`src/rtl/prng_arbiter.sv`:
```
// Sequencer and round-robin arbiter that shares one seed-load/enable PRNG core among NREQ requesters.
// Seeds the core, discards WARMUP steps, then hands out one fresh core word per grant.
module prng_arbiter #(
   parameter int NREQ   = 4,
   parameter int W0     = 18,
   parameter int W1     = 25,
   parameter int WOUT   = 32,
   parameter int WARMUP = 64
) (
   input  logic             clk,
   input  logic             rst,
   input  logic             seed_valid,
   input  logic [W0-1:0]    seed0,
   input  logic [W1-1:0]    seed1,
   output logic             seed_ready,
   input  logic [NREQ-1:0]  req,
   output logic [NREQ-1:0]  gnt,
   output logic             rnd_valid,
   output logic [WOUT-1:0]  rnd_data,
   output logic             core_load,
   output logic [W0-1:0]    core_seed0,
   output logic [W1-1:0]    core_seed1,
   output logic             core_en,
   input  logic [WOUT-1:0]  core_dout,
   output logic             running,
   output logic [31:0]      words_out
);

   localparam int PW = (NREQ > 1) ? $clog2(NREQ) : 1;
   localparam int CW = (WARMUP > 1) ? $clog2(WARMUP + 1) : 1;

   typedef enum logic [1:0] {
      S_UNSEEDED,
      S_LOAD,
      S_WARMUP,
      S_RUN
   } state_t;

   state_t           r_state;
   logic [PW-1:0]    r_ptr;
   logic [CW-1:0]    r_warm_cnt;
   logic [W0-1:0]    r_seed0;
   logic [W1-1:0]    r_seed1;
   logic [NREQ-1:0]  r_gnt;
   logic             r_rnd_valid;
   logic [WOUT-1:0]  r_rnd_data;
   logic             r_running;
   logic [31:0]      r_words;

   logic             w_seed_hs;
   logic             w_any_req;
   logic             w_grant;
   logic             w_found;
   logic [PW:0]      w_idx;
   logic [PW-1:0]    w_winner;
   logic [PW-1:0]    w_ptr_next;
   logic [W0-1:0]    w_seed0_safe;
   logic [W1-1:0]    w_seed1_safe;

   assign seed_ready = (r_state == S_UNSEEDED) || (r_state == S_RUN);
   assign w_seed_hs  = seed_valid && seed_ready;
   assign w_any_req  = |req;
   // A reseed in RUN wins over any request in the same cycle.
   assign w_grant    = (r_state == S_RUN) && !w_seed_hs && w_any_req;

   assign core_load  = (r_state == S_LOAD);
   assign core_en    = (r_state == S_WARMUP) || w_grant;

   // An all-zero seed would lock its LFSR, so it is replaced by 1.
   assign w_seed0_safe = (seed0 == '0) ? W0'(1) : seed0;
   assign w_seed1_safe = (seed1 == '0) ? W1'(1) : seed1;

   // Rotating-priority search: first set request at or after r_ptr, wrapping.
   always_comb begin
      // NOTE: every signal written here gets a default first so no latch is inferred.
      w_found  = 1'b0;
      w_winner = r_ptr;
      w_idx    = '0;
      for (int i = 0; i < NREQ; i++) begin
         w_idx = {1'b0, r_ptr} + (PW+1)'(i);
         if (w_idx >= (PW+1)'(NREQ)) begin
            w_idx = w_idx - (PW+1)'(NREQ);
         end
         if (!w_found && req[w_idx[PW-1:0]]) begin
            w_found  = 1'b1;
            w_winner = w_idx[PW-1:0];
         end
      end
   end

   assign w_ptr_next = (w_winner == PW'(NREQ - 1)) ? '0 : w_winner + PW'(1);

   always_ff @(posedge clk or posedge rst) begin
      if (rst) begin
         r_state     <= S_UNSEEDED;
         r_ptr       <= '0;
         r_warm_cnt  <= '0;
         r_seed0     <= '0;
         r_seed1     <= '0;
         r_gnt       <= '0;
         r_rnd_valid <= 1'b0;
         r_rnd_data  <= '0;
         r_running   <= 1'b0;
         r_words     <= '0;
      end else begin
         // NOTE: non-blocking throughout; these defaults are overridden only by a grant below.
         r_gnt       <= '0;
         r_rnd_valid <= 1'b0;
         case (r_state)
            S_UNSEEDED: begin
               if (w_seed_hs) begin
                  r_seed0 <= w_seed0_safe;
                  r_seed1 <= w_seed1_safe;
                  r_state <= S_LOAD;
               end
            end
            S_LOAD: begin
               r_warm_cnt <= CW'(WARMUP);
               r_state    <= S_WARMUP;
            end
            S_WARMUP: begin
               r_warm_cnt <= r_warm_cnt - CW'(1);
               if (r_warm_cnt == CW'(1)) begin
                  r_state   <= S_RUN;
                  r_running <= 1'b1;
               end
            end
            S_RUN: begin
               if (w_seed_hs) begin
                  r_seed0   <= w_seed0_safe;
                  r_seed1   <= w_seed1_safe;
                  r_state   <= S_LOAD;
                  r_running <= 1'b0;
               end else if (w_any_req) begin
                  r_gnt       <= NREQ'(1) << w_winner;
                  r_rnd_valid <= 1'b1;
                  r_rnd_data  <= core_dout;
                  r_ptr       <= w_ptr_next;
                  if (r_words != 32'hFFFF_FFFF) begin
                     r_words <= r_words + 32'd1;
                  end
               end
            end
            default: begin
               r_state   <= S_UNSEEDED;
               r_running <= 1'b0;
            end
         endcase
      end
   end

   assign gnt        = r_gnt;
   assign rnd_valid  = r_rnd_valid;
   assign rnd_data   = r_rnd_data;
   assign core_seed0 = r_seed0;
   assign core_seed1 = r_seed1;
   assign running    = r_running;
   assign words_out  = r_words;

endmodule

```
`config.mk`:
```
export PLATFORM = sky130hd
export DESIGN_NAME = prng_arbiter
export DESIGN_NICKNAME = d
export VERILOG_FILES = /design/src/rtl/prng_arbiter.sv
export SDC_FILE = /design/constraint.sdc
export NUM_CORES = 1
export LEC_CHECK = 0
export CAP_MARGIN = 20
export CORE_AREA = 2 2 137 105
export DETAILED_ROUTE_END_ITERATION = 10
export DIE_AREA = 0 0 139 107
export GPL_TIMING_DRIVEN = 0
export PLACE_DENSITY_LB_ADDON = 0.3
export SYNTH_ARGS = -nofsm -noshare
export SYNTH_HDL_FRONTEND = slang
export SYNTH_SLANG_ARGS = --single-unit
```
`constraint.sdc`:
```
create_clock -name clk -period 4.42 [get_ports clk]
set_clock_uncertainty 0.15 [all_clocks]
set_input_delay 0.884 -clock clk [delete_from_list [all_inputs] [get_ports clk]]
set_output_delay 0.884 -clock clk [all_outputs]
set_load 0.005 [all_outputs]
```
[After elaboration in Yosys (flattened, before gate mapping)]
Index checks and enable logic that the tools add are counted.
Word-level totals
  bits in registers: 124
  output and inout bits: 116
  logic and storage cells: 98
  input bits: 82
Operators by class
  eq/ne operators: 9
  bitwise operators: 1
  mux-type cells: 35
  $add $sub $neg: 10
  order comparisons: 8
  reductions and logical operators: 24
  shift operators: 1
Operator list (count)
  32-bit by 1-bit adder with 32-bit output (second input constant): 1
  32-bit != test (second input constant): 1
  25-bit zero test: 1
  25-bit 2-to-1 mux: 1
  2-bit 2-to-1 mux: 11
  18-bit zero test: 1
  18-bit 2-to-1 mux: 1
  7-bit one-hot mux with 2 select lines: 1
  2-bit by 3-bit < comparator with 1-bit output (second input constant): 4
  1-bit 2-to-1 mux: 12
  4-bit 2-to-1 mux: 3
  3-bit greater-or-equal comparator (second input constant): 3
  1-bit binary-select mux with 2-bit select: 4
  2-bit by 1-bit subtractor with 2-bit output (second input constant): 4
  7-bit by 1-bit equality test with 1-bit output (second input constant): 1
  7-bit by 1-bit subtractor with 7-bit output (second input constant): 1
  2-bit by 2-bit adder with 3-bit output (second input constant): 2
  2-bit equality test (second input constant): 3
  1-bit logical AND: 6
  2-bit one-hot mux with 3 select lines: 1
  3-bit AND reduction: 2
  1-bit zero test: 4
  2-bit by 1-bit != test with 1-bit output (second input constant): 2
  2-bit AND reduction: 2
  other kinds (14): 16

[Depth between registers and ports, before layout]
  word-level depth: 18
  depth in mapped cells: 11

[Worst setup path after synthesis]
No wires, ideal clock.
  kind: in2out
  start: input port req[0]
  end: output port core_en
  setup slack: 1.886 ns
  data arrival time: 1.500 ns
  cell stages on the path: 3
  buffers on the path: 0
  cells stage by stage: nor4_1 nand3b_1 nand2b_1
Between the ends
  longest elaborated chain between the ends: 3
Ends and longest elaborated chain
  start: declaration: RTL line 16  | input logic [NREQ-1:0] req,
  4-bit OR reduction: RTL line 62  | assign w_any_req = |req;
  1-bit logical AND: RTL line 64  | assign w_grant = (r_state == S_RUN) && !w_seed_hs && w_any_req;
  1-bit logical OR: RTL line 67  | assign core_en = (r_state == S_WARMUP) || w_grant;
  end: declaration: RTL line 23  | output logic core_en,
Every way passes these cells.

[Worst setup path in the final report]
  start: input port req[1]
  end: output port core_en
Same word-level chain as after synthesis.

==> results by group <==
Die
  – # IOs: just under 200
  – Die width: roughly 140 um
  – Num rows: 37
  – Initial Utilization: 39.45%
  – Die Height: 107 um
  – Core Region: approximately 14,000 um2
  – Full die area: about 15,000 um2

Synthesis
  – Post-synth top area cell: dfrtp_1
  – Sequential area share after synthesis: around 58%
  – Post-synth ARST share: 100.0%
  – Yosys top cell area share: roughly three fifths
  – #FFs+latches synth: 124
  – Top cells by area, synth: dfrtp_1, mux2_2, nand2_1
  – Syn Nets: 575
  – Post-Synthesis Cells: 482
  – Top FF cell, synth: dfrtp_1
  – Most frequent cells after synthesis: dfrtp_1, nand2_1, mux2_2, xor2_1, nor2_1
  – Synth Area per Inst: 11.06 um2
  – Top-count cell post-synth: dfrtp_1
  – Synth unique cells: 49
  – Post-synth EDFFs: 0
  – Yosys Warn Count: 0
  – Synth Cell Area: 5333 um2

GRT
  – Vias in the first global route: roughly 4,300
  – GRT Util Overall: between 10% and 20%
  – Grt total ovfl: 0
  – Initial antenna violation count: 0
  – First-pass GRT wire length: between 20 and 25 mm
  – Largest net degree at the start of global routing: between 80 and 90

Cells and area
  – Post-route insts no fill: between 800 and 900
  – Final Core Density: about three fifths
  – Nets: ~790
  – Final instance area: 8152 um2
  – Share of layout cells above drive strength 1: 12.22%
  – Ant. Diodes: 0
  – Area Overhead vs Synth: 52.86%

Detailed routing
  – DRT Pass-1 Iters: 4
  – DR vias: between 4,000 and 5,000
  – DRC: 0
  – Vias per cell: 4.822
  – Met3 wire len: 687 um
  – WL met2: ~6.8 mm
  – Routed Wire Length: 13.98 mm
  – Antenna Violating Nets Remaining: 0
  – Wire length on met1: around 6.3 mm
  – Routed WL per cell: 15.76 um
  – Top Layer Used: met4
  – DR iter-0 viols: roughly 160

CTS
  – Clk Latency, worst-skew pair: roughly 0.4 ns
  – Clk sinks: around 120
  – Clock root cell: clkbuf_16
  – CTS Buf Count: 17
  – CTS tree: done
  – Clock H-tree levels: 4
  – Hold buffers post-CTS: 0
  – CTS resizes: 0
  – CTS clk-pin slew, worst paths: roughly 0.050 ns
  – Total setup buffers inserted after CTS: 0
  – Max Buffers Root-to-Sink: 2

Power and ir drop
  – P_leak: around 0.0037 uW
  – Cell Pwr Density: around 670 nW/um2
  – Max IR drop VDD: 0.3483 mV

Hold path
  – Hold path cells: 2
  – Hold/Removal Path Class: flop to flop
  – Hold EP: rnd_data[23]
  – Hold path startpoint: rnd_data[23]

Critical path
  – CP Launch Type: input port
  – Worst Setup End Kind: output port
  – Reg2Reg Capture Point: words_out[1]
  – Worst r2r src: r_state[0]
  – CP required: 3.39 ns
  – Critical Path AT: between 2 and 3 ns
  – CP max FO: 7
  – Setup slack, reg-to-reg: about 1.4 ns
  – Crit Path Class: input port to output port
  – R2R cell count: 10

Run status
  – Status: finished, final reports clean

STA
  – Max-slew headroom: 60.70%
  – Slew Limit Fails: 0
  – Endpoints failing setup: 0
  – Slew @ Worst Pin: ~0.6 ns
  – Final hold vios: 0
  – Crit share post-route: around 86%
  – Fin Setup TNS: 0 ns
  – RSZ-0062 raised after global routing: no
  – Maximum clock frequency: 263.4 MHz
  – Crit path time final: between 3 and 4 ns

Placement
  – Detailed Place HPWL: around 10 mm
  – Post-placement cell count: 855
  – Cell Area, Placed: roughly 7600 um2
  – Input/output buffers: between 150 and 200
  – GP Congestion: 0.8371

Run
  – Max cap viols: 0
==> metrics by stage <==
step | setup slack [ns] | hold WS (ns) | power, uW
after floorplan | 0.08677 | 0.3079 | 2865
after global placement | -1.603 | 0.3075 | 3986
after detailed placement | 0.5394 | 0.3162 | 4088
after CTS | 0.5336 | 0.3294 | 5495
after global routing | 0.4058 | 0.3365 | 5794
final | 0.6241 | 0.3275 | 5423
==> worst max-delay path by stage <==
stage                     from             to  slack (ns)  cells after the start
finish                  req[1]        core_en        0.62                      5
global route        r_state[0]        core_en        0.41                      8
CTS                     req[1]        core_en        0.53                      5
detailed placement      req[1]        core_en        0.54                      5
global placement           rst  r_warm_cnt[3]       -1.60                      2
floorplan                  rst  core_seed0[0]        0.09                      1
==> metal layers <==
metal | vias to the layer above | track usage (%)
met4 | 0 | 5.339
li1 | 2071 | -
met1 | 2065 | 25.32
met5 | - | 0
met2 | 131 | 31.49
met3 | 10 | 4.824
==> power breakdown <==
| part | leakage (uW) | internal (uW) | switching, uW |
|---|---|---|---|
| sequential | 0.00154 | 1580 | 275 |
| clock | 0.000291 | 866 | 509 |
| combinational | 0.00184 | 1260 | 929 |
==> logic make-up after synthesis <==
logic type      Yosys count  share of synthesized area, %
buf+inv                  32                         2.510
flops                   124                         58.19
simple gates            210                         18.51
xor+xnor                 33                         5.420
compound gates           29                         3.731
mux                      43                         9.057
fa+ha+maj                11                         2.581
==> area by class of cell <==
type,instances,area [um2]
inverters,16,65.06
clock buffers,20,456.7
plain buffers,16,73.82
repair buffers,198,1999
multi-input cells,326,2096
fillers,1057,5366
well taps,175,219.0
flip-flops and latches,124,3103
clock inverters,12,138.9
==> state kept, by name, summed over array words and instances, names as in the netlist <==
register	count
gnt	4
r_warm_cnt	7
words_out	32
running	1
rnd_data	32
r_ptr	2
core_seed1	25
core_seed0	18
r_state	2
rnd_valid	1
==> worst max-delay path, stage by stage <==
cell	delay, ns
clkdlybuf4s50_1	0.52
nor4_1	0.44
nand3b_1	0.37
nand2b_1	0.09
clkdlybuf4s50_1	0.45
==> cells in the final DEF (no fill, tap or decap), types with 2 or more instances in the layout <==
cell / n
clkinv_4: 5
and2_1: 4
xor2_1: 24
nor3_1: 8
nand4_1: 13
nor2b_1: 4
bufinv_16: 2
nor2_1: 21
mux2_2: 41
buf_1: 2
clkdlybuf4s50_1: 197
nand2_1: 122
dfrtp_1: 124
and3_1: 2
or4_1: 2
o21ai_0: 11
or4_4: 2
or2_2: 2
clkbuf_8: 2
o22ai_1: 2
clkbuf_16: 17
nand3_1: 5
clkinv_2: 2
nand2b_1: 2
inv_6: 3
nor4_1: 16
ha_1: 11
clkbuf_1: 11
inv_1: 14
xnor2_1: 9
a21oi_1: 5
Power figures use the tool's default switching activity.
